## src/rtl/cam_pkg.sv

```systemverilog
// Shared definitions for the CAM match-vector iterator.
package cam_pkg;

    // Default match vector width (one bit per CAM entry) and index width
    localparam int WIDTH_DEF = 16;
    localparam int IDX_W_DEF = 4;

    // Iterator states: waiting for a lookup, or emitting its indices
    typedef enum logic {
        IDLE = 1'b0,
        EMIT = 1'b1
    } state_t;

    // Popcount needs one more bit than an index so a full vector fits
    typedef logic [IDX_W_DEF:0] count_t;

endpackage

```

## src/rtl/cam_prio_enc.sv

```systemverilog
// Combinational lowest-set-bit encoder.
module cam_prio_enc #(
    parameter int WIDTH = 16,
    parameter int IDX_W = 4
) (
    input  logic [WIDTH-1:0] vec,
    output logic [IDX_W-1:0] idx,
    output logic             any
);

    // Scan from the top down so the lowest set bit is the last one written
    always_comb begin
        idx = '0;
        any = |vec;
        for (int i = WIDTH - 1; i >= 0; i--) begin
            if (vec[i]) begin
                idx = IDX_W'(i);
            end
        end
    end

endmodule

```

## src/rtl/cam_match_iter.sv

```systemverilog
// Captures a CAM match vector and streams the index of each set bit,
// lowest first; an all-zero vector yields a single miss beat.
module cam_match_iter
    import cam_pkg::*;
#(
    parameter int WIDTH = WIDTH_DEF,
    parameter int IDX_W = IDX_W_DEF
) (
    input  logic             clk,
    input  logic             rst,
    input  logic             ena,
    input  logic             match_valid,
    input  logic [WIDTH-1:0] match_vec,
    output logic             match_ready,
    output logic             idx_valid,
    output logic [IDX_W-1:0] idx,
    output logic             idx_last,
    output logic             idx_miss,
    input  logic             idx_ready,
    output logic [IDX_W:0]   match_count
);

    state_t           state;
    state_t           state_next;
    logic [WIDTH-1:0] pending;
    logic [WIDTH-1:0] enc_in;
    logic [WIDTH-1:0] enc_cleared;
    logic [IDX_W-1:0] enc_idx;
    logic             enc_any;
    logic [IDX_W:0]   pop;

    // Single encoder shared by capture (new vector) and advance (remaining bits)
    assign enc_in      = (state == IDLE) ? match_vec : pending;
    assign enc_cleared = enc_in & (enc_in - WIDTH'(1));

    cam_prio_enc #(
        .WIDTH (WIDTH),
        .IDX_W (IDX_W)
    ) u_prio_enc (
        .vec (enc_in),
        .idx (enc_idx),
        .any (enc_any)
    );

    // Popcount of the incoming vector, only registered at capture
    always_comb begin
        pop = '0;
        for (int i = 0; i < WIDTH; i++) begin
            pop = pop + {{IDX_W{1'b0}}, match_vec[i]};
        end
    end

    // State register; ena low freezes the FSM
    always_ff @(posedge clk or posedge rst) begin
        if (rst) begin
            state <= IDLE;
        end else if (ena) begin
            state <= state_next;
        end
    end

    // Next state: capture moves to EMIT, accepting the last beat returns to IDLE
    always_comb begin
        state_next = state;
        case (state)
            IDLE: if (match_valid)           state_next = EMIT;
            EMIT: if (idx_ready && idx_last) state_next = IDLE;
            default:                         state_next = IDLE;
        endcase
    end

    // Handshake flags are pure functions of the registered state
    always_comb begin
        match_ready = (state == IDLE);
        idx_valid   = (state == EMIT);
    end

    // Beat registers: load on capture, step on each accepted non-final beat
    always_ff @(posedge clk or posedge rst) begin
        if (rst) begin
            pending     <= '0;
            idx         <= '0;
            idx_last    <= 1'b0;
            idx_miss    <= 1'b0;
            match_count <= '0;
        end else if (ena) begin
            case (state)
                IDLE: begin
                    if (match_valid) begin
                        pending     <= enc_cleared;
                        idx         <= enc_idx;
                        idx_miss    <= ~enc_any;
                        idx_last    <= ~enc_any | (enc_cleared == '0);
                        match_count <= pop;
                    end
                end
                EMIT: begin
                    if (idx_ready) begin
                        if (idx_last) begin
                            idx_last <= 1'b0;
                            idx_miss <= 1'b0;
                        end else begin
                            pending  <= enc_cleared;
                            idx      <= enc_idx;
                            idx_last <= (enc_cleared == '0);
                        end
                    end
                end
                default: begin
                    idx_last <= 1'b0;
                    idx_miss <= 1'b0;
                end
            endcase
        end
    end

endmodule

```

## config.mk

```make
export PLATFORM = sky130hd
export DESIGN_NAME = cam_match_iter
export DESIGN_NICKNAME = d
export VERILOG_FILES = /design/src/rtl/cam_pkg.sv /design/src/rtl/cam_prio_enc.sv /design/src/rtl/cam_match_iter.sv
export SDC_FILE = /design/constraint.sdc
export NUM_CORES = 1
export LEC_CHECK = 0
export ABC_AREA = 1
export BUFFER_PORTS_ARGS = -buffer_cell sky130_fd_sc_hd__buf_2
export CAP_MARGIN = 20
export CORE_MARGIN = 3
export CORE_UTILIZATION = 35
export CTS_CLUSTER_SIZE = 24
export DETAILED_ROUTE_END_ITERATION = 10
export GPL_ROUTABILITY_DRIVEN = 1
export SLEW_MARGIN = 10
export SYNTH_ARGS = -nofsm -noshare
export SYNTH_HDL_FRONTEND = slang
export SYNTH_SLANG_ARGS = --single-unit
```

## constraint.sdc

```tcl
create_clock -name clk -period 2.2 [get_ports clk]
set_clock_uncertainty 0.05 [all_clocks]
set_input_delay 0.11 -clock clk [delete_from_list [all_inputs] [get_ports clk]]
set_output_delay 0.11 -clock clk [all_outputs]
set_load 0.02 [all_outputs]
```

==> metrics.cfg <==
[run_status]
outcome = finished with violations
violations = negative setup slack

[power_and_ir_drop]
power_density_nw_per_um2 = 1430
peakVddDrop_uv = 627
finalPower_mw = 3.72
cellLeakagePower_nw = 1.44

[route]
avgRoutedWirePerCell_um = 12.1
drt-pass1-iter-count = 4
drtAntennaViolNets = 0
via_count = 1875
drt-total-wl_mm = 4.98
drc = 0
drt_iter0_drc = 74
vias_per_cell = 4.56

[floorplanning]
die_w_um = 81.5
pin_count = 34
core-area_um2 = 5300
die-height_um = 81.5
row_count = 26
initial_core_util = 0.377
dieArea_um2 = 6650

[timing]
setup_viol_count_final = 5
max_freq_mhz = 343
hold_viol = 0
setup_slack_ns = -0.719
layout_min_cycle_time_ns = 2.92
grt_setup_unrepaired = true
fin_crit_sh = 1.33
fin_tns_setup_ns = -2.83
worst_pin_slew_ns = 0.424
drv_slew = 0
whs_ns = 0.107
relSlewSlack = 0.715

[finish]
area_growth_pct = 29.8
multi_input_area_um2 = 1110
seq_area_um2 = 676
fillers = 543
layout_common_cells = 83 x nand2_1, 46 x inv_1, 34 x buf_4
fin_nets = 378
drive_gt1_frac = 0.290
final_common_cell = nand2_1
n_antenna_cell = 0
final_core_util = 0.489

[global_routing]
grt_overflow = 0
grt_antenna_before_repair = 0
grt_pass1_vias = 1856
grt_start_max_net_pins = 28
grt_pass1_wl_mm = 8.45
grt_use_total = 0.166

[critical_path]
start_kind = input pin
path_max_fanout = 2
critical_path.max_stage_delay_ns = 0.52
crit_buf_inv = 4
arrival_ns = 3.07
crit_required_ns = 2.35
crit_type = in -> reg
cp_top_family = adder cells
crit_chain = buf_4 > inv_8 > fa_1 > fa_1 > fa_2 > fa_1 > inv_2 > ha_4 > fa_2 > nand2_2 > inv_2 > o31ai_2
crit_top_cell = fa_1
cpMaxStageDelayCell = fa_1
end_kind = register

[hold_path]
hold_path.class = in -> reg

[clock_network]
cts_max_level = 1
cts_tree = built
cts_root_buffer = clkbuf_8
clkLatencyLatePin_ns = 0.28
cts_buffer_depth = 2
cts_buffers = 3
path_clk_slew_ns = 0.10
cts_num_sinks = 27

[place]
portBuffers = 33
gp_congestion = 0.889
place_ws_ns = -1.11
dpl.hpwl_mm = 3.99

[synthesis]
syn_area_um2 = 2000
synthCells = 276
syn_avg_cell_area_um2 = 7.24
yosysUniqueCellTypes = 29
ys_warn_count = 0
mappedNetlistNets = 312
ys_ff_latch = 27
ys_async_sr_fraction = 1.00
synth_edf_count = 0
yosys_most_used_dff = dfrtp_1
seq_area_frac_synth = 0.338

[run]
maxCapViolations = 0

layout make-up:
type / count / area share
multi-input combinational: 187 / 0.428
sequential: 27 / 0.261
timing repair buffer: 67 / 0.173
inverter: 56 / 0.0878
tap: 70 / 0.0338
clock buffer: 4 / 0.0174
registers in the layout, summed over array words and instances (netlist names):
name         cells
idx_last         1
match_count      5
idx_miss         1
idx_valid        1
pending         15
idx              4
cell usage after synthesis, types with 4 or more instances:
master / count / area share
nand2_1: 85 / 0.16
inv_1: 54 / 0.10
dfrtp_1: 27 / 0.34
o21ai_0: 26 / 0.065
nor2_1: 12 / 0.023
fa_1: 10 / 0.10
a21oi_1: 8 / 0.020
nand2_2: 6 / 0.019
nand3_1: 6 / 0.015
ha_1: 5 / 0.031
nand4_1: 4 / 0.013
o31ai_1: 4 / 0.015
or2_1: 4 / 0.013
per-stage QoR:
step           cells  area (um2)
6_report         411        2590
5_1_grt          411        2590
4_1_cts          405        2510
3_5_place_dp     397        2410
3_3_place_gp     397        2410
2_1_floorplan    276        2020
layer usage:
layer | vias up | GRT usage | part of all wire
met3 | 7 | 0.0230 | 0.031
met5 | - | 0 | 0
met1 | 857 | 0.216 | 0.48
li1 | 980 | - | -
met2 | 31 | 0.281 | 0.47
met4 | 0 | 0.0574 | 0.019
where the power goes:
part | internal (mW) | switching, mW | total, mW | leakage (nW)
sequential | 0.699 | 0.103 | 0.802 | 0.350
combinational | 1.07 | 1.55 | 2.62 | 1.06
clock | 0.130 | 0.166 | 0.297 | 0.0228
total | 1.90 | 1.82 | 3.72 | 1.44
tightest hold or removal path, delay by kind of cell:
kind	cells	cell delay, ns
compound gates	1	0.07
buf+inv	1	0.10
simple gates	2	0.12
final timing paths:
check                      depth (start not counted)  slack [ns]              to           from
hold reg to reg                                    2        0.43          idx[1]         idx[1]
max in group asynchronous                          4        1.45          idx[2]            rst
setup reg to reg                                  12        0.06        idx_last      idx_valid
min in group asynchronous                          4        0.38  match_count[0]            rst
hold / removal                                     4        0.11       idx_valid      idx_ready
setup / recovery                                  12       -0.72  match_count[2]  match_vec[15]
repair_timing:
action,in CTS,in global routing
pin swaps,8,8
hold endpoints to repair,27,0
hold buffers,1,0
setup endpoints to repair,6,7
buffers inserted,3,6
resized for setup,10,12
cells by family after synthesis:
kind of cell             count (synthesis)  share of synthesized area
flip-flops                              27                      0.338
AO/OA/AOI/OAI                           48                      0.137
adder cells (fa/ha/maj)                 15                      0.132
buffers and inverters                   62                      0.125
AND/OR/NAND/NOR                        124                      0.269
(Power assumes the default switching activity.)
